**src/rtl/sync_up_counter.sv**
```systemverilog
// Synchronous up-counter with terminal-count compare, clamped parallel load,
// wrap or saturate at MAX_COUNT, sticky overflow flag and cout/cin cascading.
module sync_up_counter #(
    parameter int WIDTH     = 4,
    parameter int MAX_COUNT = 2**WIDTH - 1,
    parameter bit SATURATE  = 1'b0
) (
    input  logic             clk,
    input  logic             rst,
    input  logic             en,
    input  logic             cin,
    input  logic             clr,
    input  logic             load,
    input  logic [WIDTH-1:0] load_val,
    input  logic             ovf_clr,
    output logic [WIDTH-1:0] count,
    output logic             tc,
    output logic             cout,
    output logic             ovf
);

    localparam logic [WIDTH-1:0] MAX_VAL = WIDTH'(MAX_COUNT);

    logic             advance;
    logic             ovf_event;
    logic [WIDTH-1:0] load_clamped;
    logic [WIDTH-1:0] count_next;
    logic             ovf_next;

    assign tc           = (count == MAX_VAL);
    assign cout         = tc & en & cin;
    assign advance      = en & cin;
    assign load_clamped = (load_val > MAX_VAL) ? MAX_VAL : load_val;
    // load outranks advance, so a load cycle can never produce an overflow
    assign ovf_event    = advance & tc & ~load & ~clr;

    always_comb begin
        count_next = count;
        if (clr) begin
            count_next = '0;
        end else if (load) begin
            count_next = load_clamped;
        end else if (advance) begin
            if (tc) begin
                count_next = SATURATE ? MAX_VAL : '0;
            end else begin
                count_next = count + WIDTH'(1);
            end
        end
    end

    always_comb begin
        ovf_next = ovf;
        if (clr) begin
            ovf_next = 1'b0;
        end else if (ovf_event) begin
            ovf_next = 1'b1;
        end else if (ovf_clr) begin
            ovf_next = 1'b0;
        end
    end

    always_ff @(posedge clk or negedge rst) begin
        if (!rst) begin
            count <= '0;
            ovf   <= 1'b0;
        end else begin
            count <= count_next;
            ovf   <= ovf_next;
        end
    end

endmodule

```
**config.mk**
```make
export PLATFORM = sky130hd
export DESIGN_NAME = sync_up_counter
export DESIGN_NICKNAME = d
export VERILOG_FILES = /design/src/rtl/sync_up_counter.sv
export SDC_FILE = /design/constraint.sdc
export NUM_CORES = 1
export LEC_CHECK = 0
export ABC_CLOCK_PERIOD_IN_PS = 1300
export BUFFER_PORTS_ARGS = -buffer_cell sky130_fd_sc_hd__buf_2
export CAP_MARGIN = 20
export CORE_AREA = 4 4 41 43
export DETAILED_ROUTE_END_ITERATION = 8
export DIE_AREA = 0 0 45 47
export SLEW_MARGIN = 10
export SYNTH_ARGS = -nofsm -noshare
export SYNTH_HDL_FRONTEND = slang
export SYNTH_SLANG_ARGS = --single-unit
```
**constraint.sdc**
```tcl
create_clock -name clk -period 1.3 [get_ports clk]
set_input_delay 0.13 -clock clk [delete_from_list [all_inputs] [get_ports clk]]
set_output_delay 0.13 -clock clk [all_outputs]
set_load 0.1 [all_outputs]
```
### Word level (Yosys, flattened, before mapping)

Index checks and enable logic that the tools add are counted.

| operators by class | value |
|---|---|
| add/sub/neg operators | 1 |
| magnitude comparators | 1 |
| equality and inequality tests | 1 |
| mux-type cells | 8 |
| bitwise gates (word level) | 8 |
| reductions and logical operators | 2 |

Operators with widths:

| cell | count |
|---|---|
| $mux 4 | 5 |
| $and 1x1->1 | 6 |
| $reduce_bool 3->1 | 2 |
| $add 4x1->4 const B | 1 |
| $eq 4x4->1 const B | 1 |
| $gt 4x4->1 const B | 1 |
| $mux 1 | 3 |
| $not 1->1 | 2 |

| word-level totals | value |
|---|---|
| bits in registers | 5 |
| bits of input ports | 11 |
| output and inout port bits | 7 |
| logic and storage cells | 23 |

### Depth between registers and ports, before layout

Gate-level depths: netlist (run 1).

| logic depth | value |
|---|---|
| depth in word-level cells | 6 |
| gate-level depth with buffers | 5 |
| mapped depth without buffers | 5 |

### Worst setup path after synthesis (run 1)

Ideal clock, no wire load.

| timing | value |
|---|---|
| kind | reg-to-output |
| start | register count[0] |
| end | output cout |
| arrival | 2,722 ps |
| required time | 1,170 ps |
| slack | -1,552 ps |
| stages on the path, launching flop included | 4 |
| path through | dfrtp_1 ha_1 nand3_2 nor2_1 |

| between the ends | value |
|---|---|
| word-level cells in the longest chain between the ends | 3 |

Ends and longest elaborated chain:

| element | line | RTL |
|---|---|---|
| start, declared | 16 | `output logic [WIDTH-1:0] count,` |
| start signal, assigned | 68 | `count <= count_next;` |
| $eq 4x4->1 | 30 | `assign tc = (count == MAX_VAL);` |
| $and 1x1->1 (2 in a row) | 31 | `assign cout = tc & en & cin;` |
| end, declared | 18 | `output logic cout,` |

Every way passes these cells.

### Final worst setup path (run 1)

| timing | value |
|---|---|
| start | register count[0] |
| end | output tc |

| between the ends | value |
|---|---|
| word-level cells in the longest chain between the ends | 1 |

Ends and longest elaborated chain:

| element | line | RTL |
|---|---|---|
| $eq 4x4->1 | 30 |  |
| end, declared | 17 | `output logic tc,` |

Every way passes these cells.

==> results of run 1 <==
[layer usage]
metal / vias to the layer above / part of all wire / wire length [um] / track usage
met2: 13 / 0.49 / 517 / 0.161
met1: 173 / 0.43 / 452 / 0.152
li1: 190 / - / - / -
met4: 0 / 0.013 / 14 / 0.0702
met3: 2 / 0.065 / 69 / 0.0498
met5: - / 0 / 0 / 0
[sequential cells by signal, summed over array words and instances, names as in the netlist]
signal  cells
ovf         1
count       4
[power breakdown]
part / total (uW) / internal (uW) / switching (uW)
Sequential: 187 / 172 / 14.5
Clock: 190 / 117 / 73.5
Combinational: 215 / 86.9 / 128
Total: 592 / 376 / 216
[path summary, 6_finish.rpt]
check	from	slack [ps]	endpoint
hold / removal	load_val[0]	120	count[0]
setup / recovery	count[0]	-140	tc
setup reg to reg	count[0]	-130	count[0]
hold reg to reg	ovf	630	ovf
max in group asynchronous	rst	900	count[2]
min in group asynchronous	rst	230	count[1]
[cell type report]
type	count	area [um^2]
Clock buffer	4	26.3
Tap cell	15	18.8
Timing Repair Buffer	25	241
Fill cell	136	629
Sequential cell	5	140
Inverter	6	30.0
Multi-Input combinational cell	25	215
[what timing repair did]
item / CTS / global route
buffers inserted: 0 / 1
endpoints found under the hold margin: 5 / 0
hold buffers: 1 / 0
pin swaps: 2 / 0
endpoints found under the setup margin: 3 / 5
gates resized for setup: 2 / 1
[worst register-to-register path: stages, from the launching register on]
cell and delay (ps):
dfrtp_4 480, ha_4 180, nand3_4 100, inv_8 40
or3_4 330, a221oi_2 210
[stage by stage]
stage / instance area (um^2) / setup TNS (ps) / power (uW) / util
after global placement: 617 / -102 / 399 / 0.474
after CTS: 662 / -389 / 602 / 0.509
final: 672 / -409 / 592 / 0.516
after global routing: 672 / -628 / 634 / 0.516
after floorplan: 383 / -974 / 306 / -
after detailed placement: 617 / -139 / 401 / 0.474
[cells in the final DEF (no fill, tap or decap), drive strengths merged, types with 2 or more instances in the layout]
| master | instances |
|---|---|
| nor2 | 2 |
| nand3 | 2 |
| a21oi | 3 |
| inv | 6 |
| dfrtp | 5 |
| nor2b | 2 |
| clkbuf | 4 |
| buf | 24 |
[cell families (layout without fill, tap and decap cells)]
logic type | after synthesis | after routing | share of synthesized area
AND/OR/NAND/NOR | 13 | 13 | 0.237
AO/OA/AOI/OAI | 10 | 10 | 0.241
buffers and inverters | 7 | 35 | 0.0827
flip-flops | 5 | 5 | 0.376
adder cells (fa/ha/maj) | 1 | 1 | 0.0376
XOR/XNOR | 1 | 1 | 0.0263
==> results.md, run 1 <==
* Run status: complete, but fails checks
* Failing checks: negative setup slack
* Placed Cells at 74
* Leakage at ~0.00029 uW
* DIE WIDTH at roughly 45 um
* DRC Markers at 0
* Core Region at roughly 1300 um^2
* Worst slew pin tran at 485 ps
* Sequence of cells on the critical path: ha_4 > nand3_4 > inv_8 > buf_6 > buf_12
* Via count at roughly 380
* Largest net degree at the start of global routing at 12
* Post-Synthesis Cells at 37
* Crit path arrival time at 1310 ps
* Final Setup Violations at 4
* Max Freq at a little under 700 MHz
* Diodes inserted at 0
* CTS Sinks at 5
* Placer Congestion at 0.755
* Period minus WS final at between 1000 and 1500 ps
* Post-synth ARST share at 1.00
* GRT overflow at 0
* Family with the most delay on the worst path: flip-flops
* DR WL/cell at 13.2 um
* Final hold slack at 124 ps
* Sequential-to-total area share from yosys stat at 0.376
* CTS clk-pin slew, worst paths at roughly 50 ps
* Top FF cell, synth: dfrtp_1
* Max Cap Violations at 0
* Slew headroom at 0.679
* HPWL Detailed at between 800 and 900 um
* RSZ-0062 raised after global routing: true
* Final non-filler cell total at 80
* CP max stage cell: dfrtp_4
* Nets at approximately 80
* Layout cells sized above 1 at 0.600
* Synth top area share at 0.376
* CTS tree: yes
* Cell area after synthesis at roughly 330 um^2
* Top cells by area, synth: dfrtp_1, inv_1, a21oi_1, a221oi_2, ha_1
* EDFF count, synth at 0
* Detailed Route Iter0 Violations at 5
* CP bufs+invs at 3
* CP endpoint kind: output pin
* Worst EP required at ~1200 ps
* R2R cell count at 5
* Rows at 13
* Die ar. at 2120 um^2
* Max Slew Vio Count at 0
* P&R area growth vs syn at 102%
* Die Y at approximately 47 um
* Min-Delay Path Class: input port to flop
* CP Class: flop to output pin
* Tcrit/Tclk final at 1.10
* Maximum vdd drop at approximately 0.00072 V
* Longest Clk Path Bufs at 2
* CP Launch Type: flop
* Num ports at 18
* Worst-Skew Late Latency at 250 ps
* Ys Warns at 0
* Max stage delay on crit path at ~480 ps
* Synth top cells by count: dfrtp_1, inv_1, a21oi_1, nor2_1, nor2b_1
* Setup ws final at -136 ps
* Worst hold stages at 3
* Vias per std cell at about 4.7
* Max Clock Skew at 1.03 ps
* Yosys reg bits at 5
* Total track usage at 0.117
* Initial antenna violation count at 0
* CTS buffer count at 3
* Final hold violation count at 0
* Power density over cell area at 881 nW/um^2
* Clk root buf: clkbuf_4
* Post-route ant nets at 0
* Syn Area/Cell at roughly 9 um^2
* IO buf count at 17
* Total wire length at ~1100 um
* Synth cell types at 25
* Starting density of the core at 0.256
* Stages on the worst setup path at 5
* H-tree levels at 1
* Number of global-route vias before repair at around 360
* Pre-CTS worst setup slack at -139 ps
* Synthesized Nets at a little under 50
* First-pass GRT wire length at around 1700 um
* Drt first pass iters at 3
* Crit-path max FO at 3
* Biggest area consumer among synthesized cells: dfrtp_1
No activity file was read; power rests on OpenSTA's default activity.
==> run 2, diff against run 1 <==
--- a/config.mk
+++ b/config.mk
@@ -11,6 +11,7 @@
 export CORE_AREA = 4 4 41 43
 export DETAILED_ROUTE_END_ITERATION = 8
 export DIE_AREA = 0 0 45 47
+export SETUP_SLACK_MARGIN = 0.2
 export SLEW_MARGIN = 10
 export SYNTH_ARGS = -nofsm -noshare
 export SYNTH_HDL_FRONTEND = slang
==> results.md, run 2 (synthesized netlist as in run 1, its figures left out) <==
* Run status: complete, but fails checks (unchanged)
* Failing checks: negative setup slack (unchanged)
* RSZ-0062 raised after global routing: true (unchanged)
* Initial antenna violation count at 0 (unchanged)
* Die Y at 47 um (unchanged)
* Max Slew Vio Count at 0 (unchanged)
* Core Region at 1300 um^2 (unchanged)
* Post-route ant nets at 0 (unchanged)
* Nets at 80 (was 78)
* Die ar. at 2120 um^2 (unchanged)
* Power density over cell area at 844 nW/um^2 (was 881 nW/um^2)
* Crit-path max FO at 3 (unchanged)
* Hold endpoint: count[0] (unchanged)
* Starting density of the core at 0.256 (unchanged)
* Pre-CTS worst setup slack at -139 ps (unchanged)
* Period minus WS final at 1440 ps (about the same)
* Worst EP required at 1170 ps (about the same)
* CTS Sinks at 5 (unchanged)
* CP endpoint kind: output pin (unchanged)
* P&R area growth vs syn at 117% (was 102%)
* Tcrit/Tclk final at 1.11 (was 1.10)
* Max reg flops at 4 (unchanged)
* Max Clock Skew at 1.91 ps (was 1.03 ps)
* CTS buffer count at 3 (unchanged)
* Leakage at 0.000310 uW (was 0.000288 uW)
* DRC Markers at 0 (unchanged)
* Max Freq at 695 MHz (was 696 MHz)
* CTS tree: yes (unchanged)
* Largest net degree at the start of global routing at 12 (unchanged)
* Vias per std cell at 4.89 (was 4.73)
* Final Total Pwr at 609 uW (was 592 uW)
* DIE WIDTH at 45 um (unchanged)
* Worst Hold Launch: load_val[0] (unchanged)
* Number of global-route vias before repair at 385 (was 356)
* Min-Delay Path Class: input port to flop (unchanged)
* CTS clk-pin slew, worst paths at 50 ps (about the same)
* Worst hold stages at 3 (unchanged)
* Final hold violation count at 0 (unchanged)
* Slew headroom at 0.816 (was 0.679)
* Total track usage at 0.128 (was 0.117)
* DR WL/cell at 13.6 um (was 13.2 um)
* H-tree levels at 1 (unchanged)
* R2R cell count at 5 (unchanged)
* Crit path arrival time at 1310 ps (about the same)
* Commonest non-fill, non-tap cell in the layout: buf_2 (unchanged)
* IO buf count at 17 (unchanged)
* Worst-Skew Late Latency at 250 ps (about the same)
* Setup ws final at -139 ps (was -136 ps)
* Final Setup Violations at 5 (was 4)
* Placer Congestion at 0.755 (unchanged)
* Total placed instance area at 617 um^2 (unchanged)
* First-pass GRT wire length at 1810 um (was 1660 um)
* Setup slack, reg-to-reg at -140 ps (was -130 ps)
* Layout cells sized above 1 at 0.657 (was 0.600)
* HPWL Detailed at 840 um (unchanged)
* Longest Clk Path Bufs at 2 (unchanged)
* Worst slew pin tran at 278 ps (was 485 ps)
* GRT overflow at 0 (unchanged)
* Via count at 401 (was 378)
* Maximum vdd drop at 0.000716 V (was 0.000719 V)
* Top Registers: count x4, ovf x1 (unchanged)
* Max Cap Violations at 0 (unchanged)
* CP Class: flop to output pin (unchanged)
* Most frequent cells in the layout: buf_2, buf_4, buf_12 (was buf_2, buf_12, buf_4)
* R2R Path End: count[0] (unchanged)
* Total wire length at 1110 um (was 1050 um)
* Final instance area at 722 um^2 (was 672 um^2)
* Clk root buf: clkbuf_4 (unchanged)
* Diodes inserted at 0 (unchanged)
* Num ports at 18 (unchanged)
* Detailed Route Iter0 Violations at 9 (was 5)
* Drt first pass iters at 3 (unchanged)
* CP Launch Type: flop (unchanged)
* Largest Register: count (unchanged)
* Rows at 13 (unchanged)
* Worst r2r src: count[0] (unchanged)
run 2: final cells by class:
type | count | area, um^2
Timing Repair Buffer | 27 | 267
Multi-Input combinational cell | 25 | 240
Inverter | 6 | 30.0
Sequential cell | 5 | 140
Clock buffer | 4 | 26.3
Fill cell | 126 | 579
Tap cell | 15 | 18.8
run 2: per-stage QoR:
stage / std cells / hold WS (ps) / utilization / setup TNS [ps]
after CTS: 81 / 118 / 0.534 / -439
after global routing: 82 / 112 / 0.555 / -797
after floorplan: 37 / -166 / - / -974
final: 82 / 123 / 0.555 / -448
after global placement: 74 / -44.3 / 0.474 / -102
after detailed placement: 74 / -38.0 / 0.474 / -139
run 2: metal layers:
metal | global-route usage | wire [um]
met5 | 0 | 0
met4 | 0.0702 | 14
met3 | 0.0498 | 68
met2 | 0.184 | 572
met1 | 0.163 | 456
run 2: what timing repair did:
item / in CTS / in global routing
pin swaps: 4 / 2
setup endpoints to repair: 11 / 11
buffers inserted: 2 / 1
gates resized for setup: 7 / 3
hold buffers: 1 / 0
hold endpoints to repair: 5 / 0
run 2: worst max-delay path by stage:
| stage | start | to | slack (ps) |
|---|---|---|---|
| 6_report | count[0] | tc | -140 |
| 5_1_grt | count[0] | count[0] | -190 |
| 4_1_cts | count[0] | count[0] | -150 |
| 3_5_place_dp | count[1] | count[0] | -140 |
| 3_3_place_gp | count[1] | count[0] | -100 |
| 2_1_floorplan | count[1] | count[0] | -390 |
run 2: report_power, final:
part / total (uW) / internal, uW / switching (uW)
Clock: 192 / 117 / 75.3
Sequential: 187 / 172 / 14.9
Combinational: 230 / 95.8 / 134
run 2: critical path, stage by stage (launching register included):
cell and delay (ps):
dfrtp_4 480, ha_4 180, nand3_4 100, inv_8 30
buf_6 110, buf_12 150
==> run 3, diff against run 2 <==
--- a/config.mk
+++ b/config.mk
@@ -11,6 +11,7 @@
 export CORE_AREA = 4 4 41 43
 export DETAILED_ROUTE_END_ITERATION = 8
 export DIE_AREA = 0 0 45 47
+export PLACE_DENSITY_LB_ADDON = 0.15
 export SETUP_SLACK_MARGIN = 0.2
 export SLEW_MARGIN = 10
 export SYNTH_ARGS = -nofsm -noshare
==> results.md, run 3 (synthesized netlist as in run 1, its figures left out) <==
* Most frequent cells in the layout: buf_2, buf_4, buf_12 (unchanged)
* Initial antenna violation count at 0 (unchanged)
* DIE WIDTH at 45 um (unchanged)
* Worst-Skew Late Latency at 240 ps (was 250 ps)
* Final hold slack at 143 ps (was 123 ps)
* Failing checks: negative setup slack (unchanged)
* Crit path arrival time at 1310 ps (about the same)
* Tcrit/Tclk final at 1.11 (about the same)
* Clk root buf: clkbuf_4 (unchanged)
* Die ar. at 2120 um^2 (unchanged)
* Post-route ant nets at 0 (unchanged)
* Num ports at 18 (unchanged)
* Run status: complete, but fails checks (unchanged)
* Rows at 13 (unchanged)
* Maximum vdd drop at 0.000541 V (was 0.000716 V)
* Worst slew pin tran at 279 ps (was 278 ps)
* IO buf count at 17 (unchanged)
* CTS tree: yes (unchanged)
* CTS buffer count at 3 (unchanged)
* Detailed Route Iter0 Violations at 2 (was 9)
* Slew headroom at 0.816 (about the same)
* CTS clk-pin slew, worst paths at 40 ps (was 50 ps)
* GRT overflow at 0 (unchanged)
* P&R area growth vs syn at 121% (was 117%)
* Final hold violation count at 0 (unchanged)
* Setup ws final at -138 ps (was -139 ps)
* Layout cells sized above 1 at 0.676 (was 0.657)
* CP Launch Type: flop (unchanged)
* Starting density of the core at 0.256 (unchanged)
* Longest Clk Path Bufs at 2 (unchanged)
* Leakage at 0.000317 uW (was 0.000310 uW)
* Die Y at 47 um (unchanged)
* Crit-path max FO at 2 (was 3)
* Placed Cells at 76 (was 74)
* Placer Congestion at 0.678 (was 0.755)
* DR WL/cell at 12.0 um (was 13.6 um)
* Number of global-route vias before repair at 394 (was 385)
* Max Cap Violations at 0 (unchanged)
* Commonest non-fill, non-tap cell in the layout: buf_2 (unchanged)
* Drt first pass iters at 3 (unchanged)
* Largest net degree at the start of global routing at 12 (unchanged)
* Top Registers: count x4, ovf x1 (unchanged)
* CP Class: flop to output pin (unchanged)
* HPWL Detailed at 810 um (was 840 um)
* Power density over cell area at 806 nW/um^2 (was 844 nW/um^2)
* Via count at 391 (was 401)
* Core Region at 1300 um^2 (unchanged)
* Nets at 81 (was 80)
* Vias per std cell at 4.71 (was 4.89)
* H-tree levels at 1 (unchanged)
* Min-Delay Path Class: input port to flop (unchanged)
* Max Clock Skew at 3.27 ps (was 1.91 ps)
* Worst EP required at 1170 ps (about the same)
* DRC Markers at 0 (unchanged)
* CP endpoint kind: output pin (unchanged)
* Final non-filler cell total at 83 (was 82)
* Total wire length at 994 um (was 1110 um)
* Max reg flops at 4 (unchanged)
* Total track usage at 0.120 (was 0.128)
* Period minus WS final at 1440 ps (about the same)
* Max Freq at 696 MHz (was 695 MHz)
* RSZ-0062 raised after global routing: true (unchanged)
* Max Slew Vio Count at 0 (unchanged)
* Largest Register: count (unchanged)
* Fill count at 123 (was 126)
* Final Setup Violations at 6 (was 5)
* Diodes inserted at 0 (unchanged)
* First-pass GRT wire length at 1810 um (about the same)
* CTS Sinks at 5 (unchanged)
-- run 3: changes by cell type in the layout (fill, tap and decap cells not counted), sizes merged --
| cell | change |
|---|---|
| buf | +1 |
-- run 3: report_power, final --
part           total [uW]  internal [uW]  leakage (uW)  switching (uW)
Sequential            187            173     0.0000598            14.0
Clock                 174            116     0.0000150            58.5
Combinational         233           97.9      0.000242             135
Total                 594            386      0.000317             208
-- run 3: layer usage --
| layer | vias up | share of wire | GRT usage |
|---|---|---|---|
| li1 | 198 | - | - |
| met1 | 179 | 0.41 | 0.155 |
| met2 | 12 | 0.52 | 0.186 |
| met3 | 2 | 0.054 | 0.0230 |
| met4 | 0 | 0.0080 | 0.0702 |
| met5 | - | 0 | 0 |
-- run 3: through the flow --
stage	util	total power, uW	area [um^2]	setup WS (ps)	TNS (ps)
global placement	0.486	406	632	-97.6	-119
detailed placement	0.486	407	632	-149	-174
CTS	0.542	595	706	-149	-612
floorplan	-	306	383	-386	-974
global route	0.566	628	737	-187	-865
finish	0.566	594	737	-138	-526
-- run 3: critical path: stages, from the launching register on --
cell	delay, ps
dfrtp_4	420
ha_4	150
nand3_4	90
buf_6	140
nor2_4	90
buf_12	180
-- run 3: layout make-up --
type                       instances  area, um^2  area share
multi-input combinational         25         244       0.331
inverter                           6        30.0      0.0407
clock buffer                       4        26.3      0.0357
timing repair buffer              28         278       0.377
tap                               15        18.8      0.0255
sequential                         5         140       0.190
-- run 3: path summary, 6_finish.rpt --
kind,slack [ps],cells after the start,start,end
worst max-delay path,-140,5,count[0],cout
worst min-delay path,140,3,load_val[0],count[0]
worst max register to register,-130,5,count[1],count[0]
worst min register to register,610,3,ovf,ovf
max in group asynchronous,920,2,rst,count[2]
min in group asynchronous,240,2,rst,count[1]
-- run 3: timing repair --
item / CTS / global route
pin swaps: 5 / 3
buffers inserted: 2 / 0
gates resized for setup: 6 / 6
hold buffers: 1 / 0
endpoints found under the hold margin: 5 / 0
setup endpoints to repair: 12 / 11
